File: src/rtl/pulse_gen_pkg.sv
// pulse_gen_pkg: opcodes, command-word field positions and FSM state encodings for pulse_gen_multi
package pulse_gen_pkg;
  localparam logic [7:0] OP_NOP       = 8'h00;
  localparam logic [7:0] OP_PULSE     = 8'h01;
  localparam logic [7:0] OP_SET_AMP   = 8'h02;
  localparam logic [7:0] OP_SYNC      = 8'h03;
  localparam logic [7:0] OP_PULSE_ABS = 8'h04;
  localparam int CMD_HI    = 31;
  localparam int CMD_LO    = 24;
  localparam int COARSE_HI = 23;
  localparam int COARSE_LO = 8;
  localparam int FINE_HI   = 7;
  localparam int FINE_LO   = 0;
  localparam logic [2:0] S_IDLE   = 3'd0;
  localparam logic [2:0] S_DECODE = 3'd1;
  localparam logic [2:0] S_WAIT   = 3'd2;
  localparam logic [2:0] S_EMIT   = 3'd3;
  localparam logic [2:0] S_SPILL  = 3'd4;
endpackage

File: src/rtl/pulse_mask_gen.sv
// pulse_mask_gen: sample-enable mask for a PW-sample pulse starting at fine, or its spill into the next beat
// Ports: fine_i (start sample), spill_i (1 = mask of the overflow beat), mask_o (one bit per sample).
module pulse_mask_gen
  import pulse_gen_pkg::*;
#(
  parameter int SPB = 16,
  parameter int PW  = 4
) (
  input  logic [$clog2(SPB)-1:0] fine_i,
  input  logic                   spill_i,
  output logic [SPB-1:0]         mask_o
);
  always_comb begin
    mask_o = '0;
    for (int i = 0; i < SPB; i++)
      mask_o[i] = spill_i ? (i + SPB < int'(fine_i) + PW) : (i >= int'(fine_i) && i < int'(fine_i) + PW);
  end
endmodule

File: src/rtl/pulse_gen_multi.sv
// pulse_gen_multi: FIFO-driven pulse scheduler emitting rectangular pulses into a continuous AXIS sample stream
// Ports: clk/rst (sync, active-high); fifo_dout/fifo_empty/fifo_rd_en (FWFT command FIFO);
//   m_axis_tdata/tvalid/tready (sample stream); busy, cmd_err (sticky), timebase (accepted-beat count).
// Optional: define PULSE_GEN_ABS_TIME_EN to add opcode 0x04 PULSE_ABS (pulse when timebase[15:0]==coarse).
module pulse_gen_multi
  import pulse_gen_pkg::*;
#(
  parameter int          SAMPLES_PER_BEAT = 16,
  parameter int          SAMPLE_W         = 16,
  parameter int          PULSE_WIDTH      = 4,
  parameter logic [15:0] DEFAULT_AMP      = 16'h7FFF
) (
  input  logic                                 clk,
  input  logic                                 rst,
  input  logic [31:0]                          fifo_dout,
  input  logic                                 fifo_empty,
  output logic                                 fifo_rd_en,
  output logic [SAMPLES_PER_BEAT*SAMPLE_W-1:0] m_axis_tdata,
  output logic                                 m_axis_tvalid,
  input  logic                                 m_axis_tready,
  output logic                                 busy,
  output logic                                 cmd_err,
  output logic [31:0]                          timebase
);
  localparam int LW = $clog2(SAMPLES_PER_BEAT);
  localparam int DW = SAMPLES_PER_BEAT * SAMPLE_W;
  logic [2:0] state_q, state_d;
  logic [31:0] cmd_q, cmd_d, timebase_q, timebase_d;
  logic [15:0] cnt_q, cnt_d, coarse, wait_c;
  logic [SAMPLE_W-1:0] amp_q, amp_d;
  logic [DW-1:0] tdata_q, tdata_d, pulse_beat;
  logic [SAMPLES_PER_BEAT-1:0] mask;
  logic [7:0] op;
  logic [LW-1:0] fine;
  logic tvalid_q, rd_en_q, rd_en_d, err_q, err_d, sync_q, sync_d;
  logic acc, is_pulse, is_abs, known, arm, hit, spill, unused_fine;
  assign op = cmd_q[CMD_HI:CMD_LO];
  assign coarse = cmd_q[COARSE_HI:COARSE_LO];
  assign fine = cmd_q[FINE_LO +: LW];
  assign unused_fine = ^cmd_q[FINE_HI:FINE_LO+LW];
  assign is_pulse = op == OP_PULSE;
`ifdef PULSE_GEN_ABS_TIME_EN
  assign is_abs = op == OP_PULSE_ABS;
`else
  assign is_abs = 1'b0;
`endif
  assign known = op <= OP_SYNC || is_abs;
  assign acc = tvalid_q && m_axis_tready;
  assign timebase_d = acc ? (sync_q ? 32'd0 : timebase_q + 32'd1) : timebase_q;
  // A pulse command counts down on accepted beats from DECODE onward; the beat loaded
  // at the accept where the countdown (or absolute-time match) hits is the pulse beat.
  assign arm = state_q == S_WAIT || (state_q == S_DECODE && (is_pulse || is_abs));
  assign wait_c = state_q == S_DECODE ? coarse : cnt_q;
  assign hit = is_abs ? timebase_d[15:0] == coarse : wait_c == 16'd0;
  assign spill = int'(fine) + PULSE_WIDTH > SAMPLES_PER_BEAT;
  pulse_mask_gen #(.SPB(SAMPLES_PER_BEAT), .PW(PULSE_WIDTH)) u_mask (
    .fine_i (fine),
    .spill_i(state_q == S_EMIT),
    .mask_o (mask)
  );
  for (genvar i = 0; i < SAMPLES_PER_BEAT; i++) begin : g_beat
    assign pulse_beat[i*SAMPLE_W +: SAMPLE_W] = mask[i] ? amp_q : '0;
  end
  always_comb begin
    state_d = state_q;
    cmd_d = cmd_q;
    cnt_d = cnt_q;
    amp_d = amp_q;
    err_d = err_q;
    sync_d = sync_q && !acc;
    rd_en_d = 1'b0;
    tdata_d = acc ? '0 : tdata_q;
    if (state_q == S_IDLE && !fifo_empty) begin
      rd_en_d = 1'b1;
      cmd_d = fifo_dout;
      state_d = S_DECODE;
    end
    if (state_q == S_DECODE) begin
      state_d = is_pulse || is_abs ? S_WAIT : S_IDLE;
      cnt_d = coarse;
      amp_d = op == OP_SET_AMP ? SAMPLE_W'(coarse) : amp_q;
      err_d = err_q || !known;
      sync_d = sync_d || op == OP_SYNC;
    end
    if (arm && acc) begin
      state_d = hit ? S_EMIT : S_WAIT;
      cnt_d = wait_c - 16'd1;
      tdata_d = hit ? pulse_beat : '0;
    end
    if (state_q == S_EMIT && acc) begin
      state_d = spill ? S_SPILL : S_IDLE;
      tdata_d = spill ? pulse_beat : '0;
    end
    if (state_q == S_SPILL && acc) state_d = S_IDLE;
  end
  always_ff @(posedge clk) begin
    if (rst) begin
      state_q <= S_IDLE;
      cmd_q <= '0;
      cnt_q <= '0;
      amp_q <= SAMPLE_W'(DEFAULT_AMP);
      err_q <= 1'b0;
      sync_q <= 1'b0;
      rd_en_q <= 1'b0;
      tdata_q <= '0;
      tvalid_q <= 1'b0;
      timebase_q <= '0;
    end else begin
      state_q <= state_d;
      cmd_q <= cmd_d;
      cnt_q <= cnt_d;
      amp_q <= amp_d;
      err_q <= err_d;
      sync_q <= sync_d;
      rd_en_q <= rd_en_d;
      tdata_q <= tdata_d;
      tvalid_q <= 1'b1;
      timebase_q <= timebase_d;
    end
  end
  assign fifo_rd_en = rd_en_q;
  assign m_axis_tdata = tdata_q;
  assign m_axis_tvalid = tvalid_q;
  assign busy = state_q != S_IDLE;
  assign cmd_err = err_q;
  assign timebase = timebase_q;
endmodule
File: config.mk
export PLATFORM = sky130hd
export DESIGN_NAME = pulse_gen_multi
export DESIGN_NICKNAME = d
export VERILOG_FILES = /design/src/rtl/pulse_gen_pkg.sv /design/src/rtl/pulse_mask_gen.sv /design/src/rtl/pulse_gen_multi.sv
export SDC_FILE = /design/constraint.sdc
export NUM_CORES = 1
export LEC_CHECK = 0
export ABC_AREA = 1
export CAP_MARGIN = 20
export CORE_MARGIN = 1.5
export CORE_UTILIZATION = 50
export CTS_CLUSTER_SIZE = 24
export DETAILED_ROUTE_END_ITERATION = 16
export PLACE_DENSITY = 0.86
export SLEW_MARGIN = 15
export SYNTH_ARGS = -nofsm -noshare
export SYNTH_HDL_FRONTEND = slang
export SYNTH_SLANG_ARGS = --single-unit
File: constraint.sdc
create_clock -name clk -period 3.24 [get_ports clk]
set_input_delay 0.972 -clock clk [delete_from_list [all_inputs] [get_ports clk]]
set_output_delay 0.972 -clock clk [all_outputs]
set_load 0.03 [all_outputs]
# After elaboration in Yosys (flattened, before gate mapping)
# Cells that the tools add are included.
dict set report classes {
  add_sub_neg 3
  eq_ne 7
  n_div 0
  n_mux 50
  bitwise_logic 0
  order_cmp 49
  n_mul 0
  reduce_logical 35
  shift 0
}
# operator count
set ops {}
lappend ops {{$mux W256} 5}
lappend ops {{$lt A6 B32 Y1 const A} 15}
lappend ops {{$mux W16} 18}
lappend ops {{$lt A5 B32 Y1 const A} 8}
lappend ops {{$lt A4 B32 Y1 const A} 4}
lappend ops {{$lt A3 B32 Y1 const A} 2}
lappend ops {{$add A32 B1 Y32 const B} 1}
lappend ops {{$gt A32 B6 Y1 const B} 1}
lappend ops {{$lt A1 B32 Y1 const A} 1}
lappend ops {{$lt A2 B32 Y1 const A} 1}
lappend ops {{$mux W32} 1}
lappend ops {{$ge A4 B4 Y1 const A} 7}
lappend ops {{$logic_and A1 B1 Y1} 22}
lappend ops {{$mux W1} 20}
lappend ops {{$eq A8 B2 Y1 const B} 2}
lappend ops {{$ge A3 B4 Y1 const A} 4}
lappend ops {{$logic_not A16 Y1} 1}
lappend ops {{$sub A16 B1 Y16 const B} 1}
lappend ops {{$mux W3} 5}
lappend ops {{$eq A8 B1 Y1 const B} 1}
lappend ops {{$ge A1 B4 Y1 const A} 2}
lappend ops {{$ge A2 B4 Y1 const A} 2}
lappend ops {{$le A8 B2 Y1 const B} 1}
lappend ops {{$eq A3 B2 Y1 const B} 2}
lappend ops {{12 further kinds} 17}
dict set report word_totals {
  memories 0
  latchBits 0
  elab_cells 154
  ram_bits 0
  out_inout_bits 292
  ff_bits 359
  rom_bits 0
}

# Logic depth before layout (Yosys ltp)
dict set report logic_depth {
  word_depth 8
  mapped_depth 16
  ltp_nobuf 13
}

# Modules after synthesis
# Synthesis repeated with hierarchy kept, for this count alone.
dict set report hier_totals {
  hier_cells 3330
  area_unflattened_um2 21384.3
}
# module instances seq_area_each_um2 area_per_inst_um2 cells_per_inst
set modules_own_cells {}
lappend modules_own_cells {pulse_gen_multi 1 7106.8 20792.4 3216}
lappend modules_own_cells {pulse_mask_gen 1 0.0 591.8 114}

# Worst setup path after synthesis
# Ideal clock, no wire load.
dict set report synth_path {
  path_kind {in2reg}
  start {input port m_axis_tready}
  end {register timebase_q[28] (netlist: timebase[28])}
  slack_ps 905
  n_path_buf 0
  required_time_ps 3121
  path_stages 9
  t_arrival_ps 2216
  cell_sequence {nand2_1 nor2_1 nand2_1 nor2_1 nand3_1 nor2_1 nand3_1 o21ai_0 a21oi_1}
}
dict set report synth_between {
  elab_chain_len 1
}
# element line_no
set synth_lines {}
lappend synth_lines {{start: declaration} pulse_gen_multi.sv:20} ;# input logic m_axis_tready,
lappend synth_lines {{$logic_and A1 B1 Y1} pulse_gen_multi.sv:48} ;# assign acc = tvalid_q && m_axis_tready;
lappend synth_lines {{end signal: assignment} pulse_gen_multi.sv:118} ;# timebase_q <= timebase_d;
lappend synth_lines {{end: declaration} pulse_gen_multi.sv:28} ;# logic [31:0] cmd_q, cmd_d, timebase_q, timebase_d;
# Every way passes these cells.
# A chain may end at the register's enable or synchronous reset.

# Final worst setup path
dict set report layout_path {
  start {register state_q[1]}
  end {output port busy}
}
dict set report layout_between {
  elab_chain_len 1
}
# element line_no
set layout_lines {}
lappend layout_lines {{start: declaration} pulse_gen_multi.sv:27} ;# logic [2:0] state_q, state_d;
lappend layout_lines {{start signal: assignment} pulse_gen_multi.sv:109} ;# state_q <= state_d;
lappend layout_lines {{$reduce_bool A3 Y1} pulse_gen_multi.sv:124} ;# assign busy = state_q != S_IDLE;
lappend layout_lines {{end: declaration} pulse_gen_multi.sv:21} ;# output logic busy,
# Every way passes these cells.

==> results.toml <==
[worst_setup_path]
worstPathRequired_ns = 2.27
critPathArrivalTime_ns = 2.15
start_kind = "flip-flop"
r2r_end = "m_axis_tdata[206]"
crit_fanout = 20
r2r_slack_ns = 0.37
worstSetupPathType = "flip-flop to primary output"
timing.rr.start = "state_q[0]"
end_kind = "primary output"
reg2regPathDepth = 10

[power]
p_switching_mw = 3.15
leakage_nw = 10.1
power_frac_comb_pct = 15.6
vdd_drop_max_mv = 0.470
p_sw_share_pct = 29.0
clkPwrFrac_pct = 42.6
p_int_mw = 7.70
p_per_area_nw_per_um2 = 486
seq_power_share_pct = 41.7

[sta]
period_minus_slack_ns = 3.12
fin_crit_sh_pct = 96.4
setup_violations = 0
worst_pin_slew_ns = 1.11
tns_ns = 0
rsz0062_at_grt = "false"
final_max_slew_viol_count = 0
fin_ws_ns = 0.116
hold_viol = 0
worst_clock_skew_ns = 0.0186
max_freq_mhz = 320
slew_headroom_pct = 26.0

[floorplan]
rows = 68
coreArea_sq_um = 34600
die_w_um = 191
die_h_um = 191
start_util_pct = 51.0
dieArea_sq_um = 36500
io_pins = 328

[final_layout]
fin_area_sq_um = 22300
post-route-util_pct = 64.4
instances_no_fill = 3322
nets = 2885
multi_input_area_sq_um = 8430
area_growth_pct = 26.3
drive_gt1_share_pct = 5.82
seqCellArea_sq_um = 7110
fill_cells = 2936
antennaDiodeCount = 0

[global_routing]
grt_pass1_wl_mm = 92.1
grt.total_usage_pct = 31.5
antenna_found_initial = 0
grt_max_degree = 151
gr-total-overflow = 0
grt_pass1_vias = 17392

[status]
status = "completed"

[routing]
avgRoutedWirePerCell_um = 17.9
drc = 0
firstDrtPassIters = 6
vias = 19076
drt_wl_total_mm = 59.3
vias_per_cell = 5.74
drt-initial-drc-count = 2440
ant_nets = 0

[clock_network]
cts-root-buf = "clkbuf_16"
numCtsBuffers = 38
cts_setup_buffers = 0
cts_tree = "done"
worstSkewPairLatency_ns = 0.53
cts_resized = 0
numClockSinks = 355
cts-htree-levels = 2
path_clk_slew_ns = 0.06
cts_hold_buf = 0
clock_path_buffers = 3

[worst_hold_path]
hold_depth = 2
worstHoldEndpoint = "cmd_q[30]"
hp-start = "cmd_q[30]"
hold_class = "flip-flop to flip-flop"

[logic_synthesis]
postSynthCellCount = 2630
syn_area_sq_um = 17700
syn_avg_cell_area_sq_um = 6.72
seq_area_frac_synth_pct = 40.2
synth_cell_types = 42
ys_ff_latch = 355
ys_warn_count = 0
syn_nets = 2676

[placed_design]
gp_congestion = 0.897
io_buffers = 323
dp_slack_ns = 0.277
place_area_sq_um = 21000
dp_hpwl_mm = 37.7
place_inst = 3254

[run]
max_cap_violations = 0
routing by layer:
metal,vias up,global-route usage [%],routed length (um)
li1,8994,-,-
met1,8790,42.4,23100
met2,1105,49.0,26800
met3,187,4.94,6530
met4,0,16.0,2910
met5,-,0,0
through the flow:
step	hold slack, ns	power (mW)
CTS	0.448	10.8
detailed placement	0.442	6.28
floorplan	0.424	5.86
global route	0.478	11.2
finish	0.448	10.9
global placement	0.433	6.22
power groups by stage:
stage | combinational [mW] | clock [mW] | sequential (mW)
finish | 1.70 | 4.62 | 4.53
global route | 1.87 | 4.84 | 4.54
CTS | 1.66 | 4.65 | 4.53
detailed placement | 1.65 | 0 | 4.62
global placement | 1.60 | 0 | 4.62
floorplan | 1.25 | 0 | 4.61
cells by family after synthesis:
kind of cell               share of synthesized area (%)
xor gates and xnor gates                          0.0496
AOI/OAI and AO/OA                                   8.61
adders and majority gates                          0.708
DFF                                                 40.2
buffers and inverters                               12.1
and+or+nand+nor                                     38.3
state kept, by name (all words and copies together), names as in the netlist:
name / flops
m_axis_tdata: 256
timebase: 32
cmd_q: 28
amp_q: 16
cnt_q: 16
state_q: 3
cmd_err: 1
fifo_rd_en: 1
m_axis_tvalid: 1
sync_q: 1
placed cells by master (no fill, tap or decap), types with 15 or more instances in the layout:
| master | n |
|---|---|
| nand3_2 | 30 |
| o211ai_1 | 18 |
| nand3_1 | 511 |
| o21ai_0 | 73 |
| buf_4 | 39 |
| buf_12 | 15 |
| nor3_1 | 16 |
| a21oi_1 | 181 |
| nand2_1 | 579 |
| clkbuf_16 | 38 |
| inv_1 | 276 |
| nand4_1 | 93 |
| nor2_1 | 241 |
| clkdlybuf4s50_1 | 322 |
| dfxtp_1 | 355 |
worst max-delay path: stages (launching register included):
cell             delay [ns]
dfxtp_1                0.41
inv_1                  0.11
buf_4                  0.22
nand2_1                0.17
clkdlybuf4s50_1        0.70
Yosys cell counts, drive strengths merged:
master  count  area share (%)
nand4      93             3.3
ha         10            0.71
and2        1           0.035
or2         1           0.035
nand2     586              13
clkbuf    105             2.2
nor3       16            0.45
xor2        1           0.050
o21bai      2           0.085
a41oi       1           0.050
nor2      247             5.5
inv       280             6.0
o21ai      78             2.2
o21a        1           0.043
dfxtp     355              40
clkinv      1           0.021
a21oi     182             5.2
nor3b       1           0.043
o22ai       1           0.035
o41ai       1           0.050
nor4        1           0.035
buf       102             3.9
nand3b      1           0.043
a31oi       1           0.035
nand3     542              16
a22oi       2            0.11
o211ai     18            0.77
area by class of cell:
type / count / share of cell area, %
Sequential cell: 355 / 31.9
Tap cell: 455 / 2.55
Clock buffer: 54 / 4.98
Multi-Input combinational cell: 1787 / 37.8
Clock inverter: 14 / 0.970
Inverter: 281 / 4.75
Timing Repair Buffer: 376 / 17.1
worst max path at each step:
stage,depth (start not counted),end,slack [ns],from
6_report,4,busy,0.12,state_q[1]
5_1_grt,10,m_axis_tdata[198],0.06,state_q[0]
2_1_floorplan,9,timebase[28],0.90,m_axis_tready
4_1_cts,4,busy,0.12,state_q[1]
3_5_place_dp,11,timebase[31],0.28,m_axis_tready
3_3_place_gp,11,timebase[31],0.28,m_axis_tready
No activity file was read; power rests on OpenSTA's default activity.
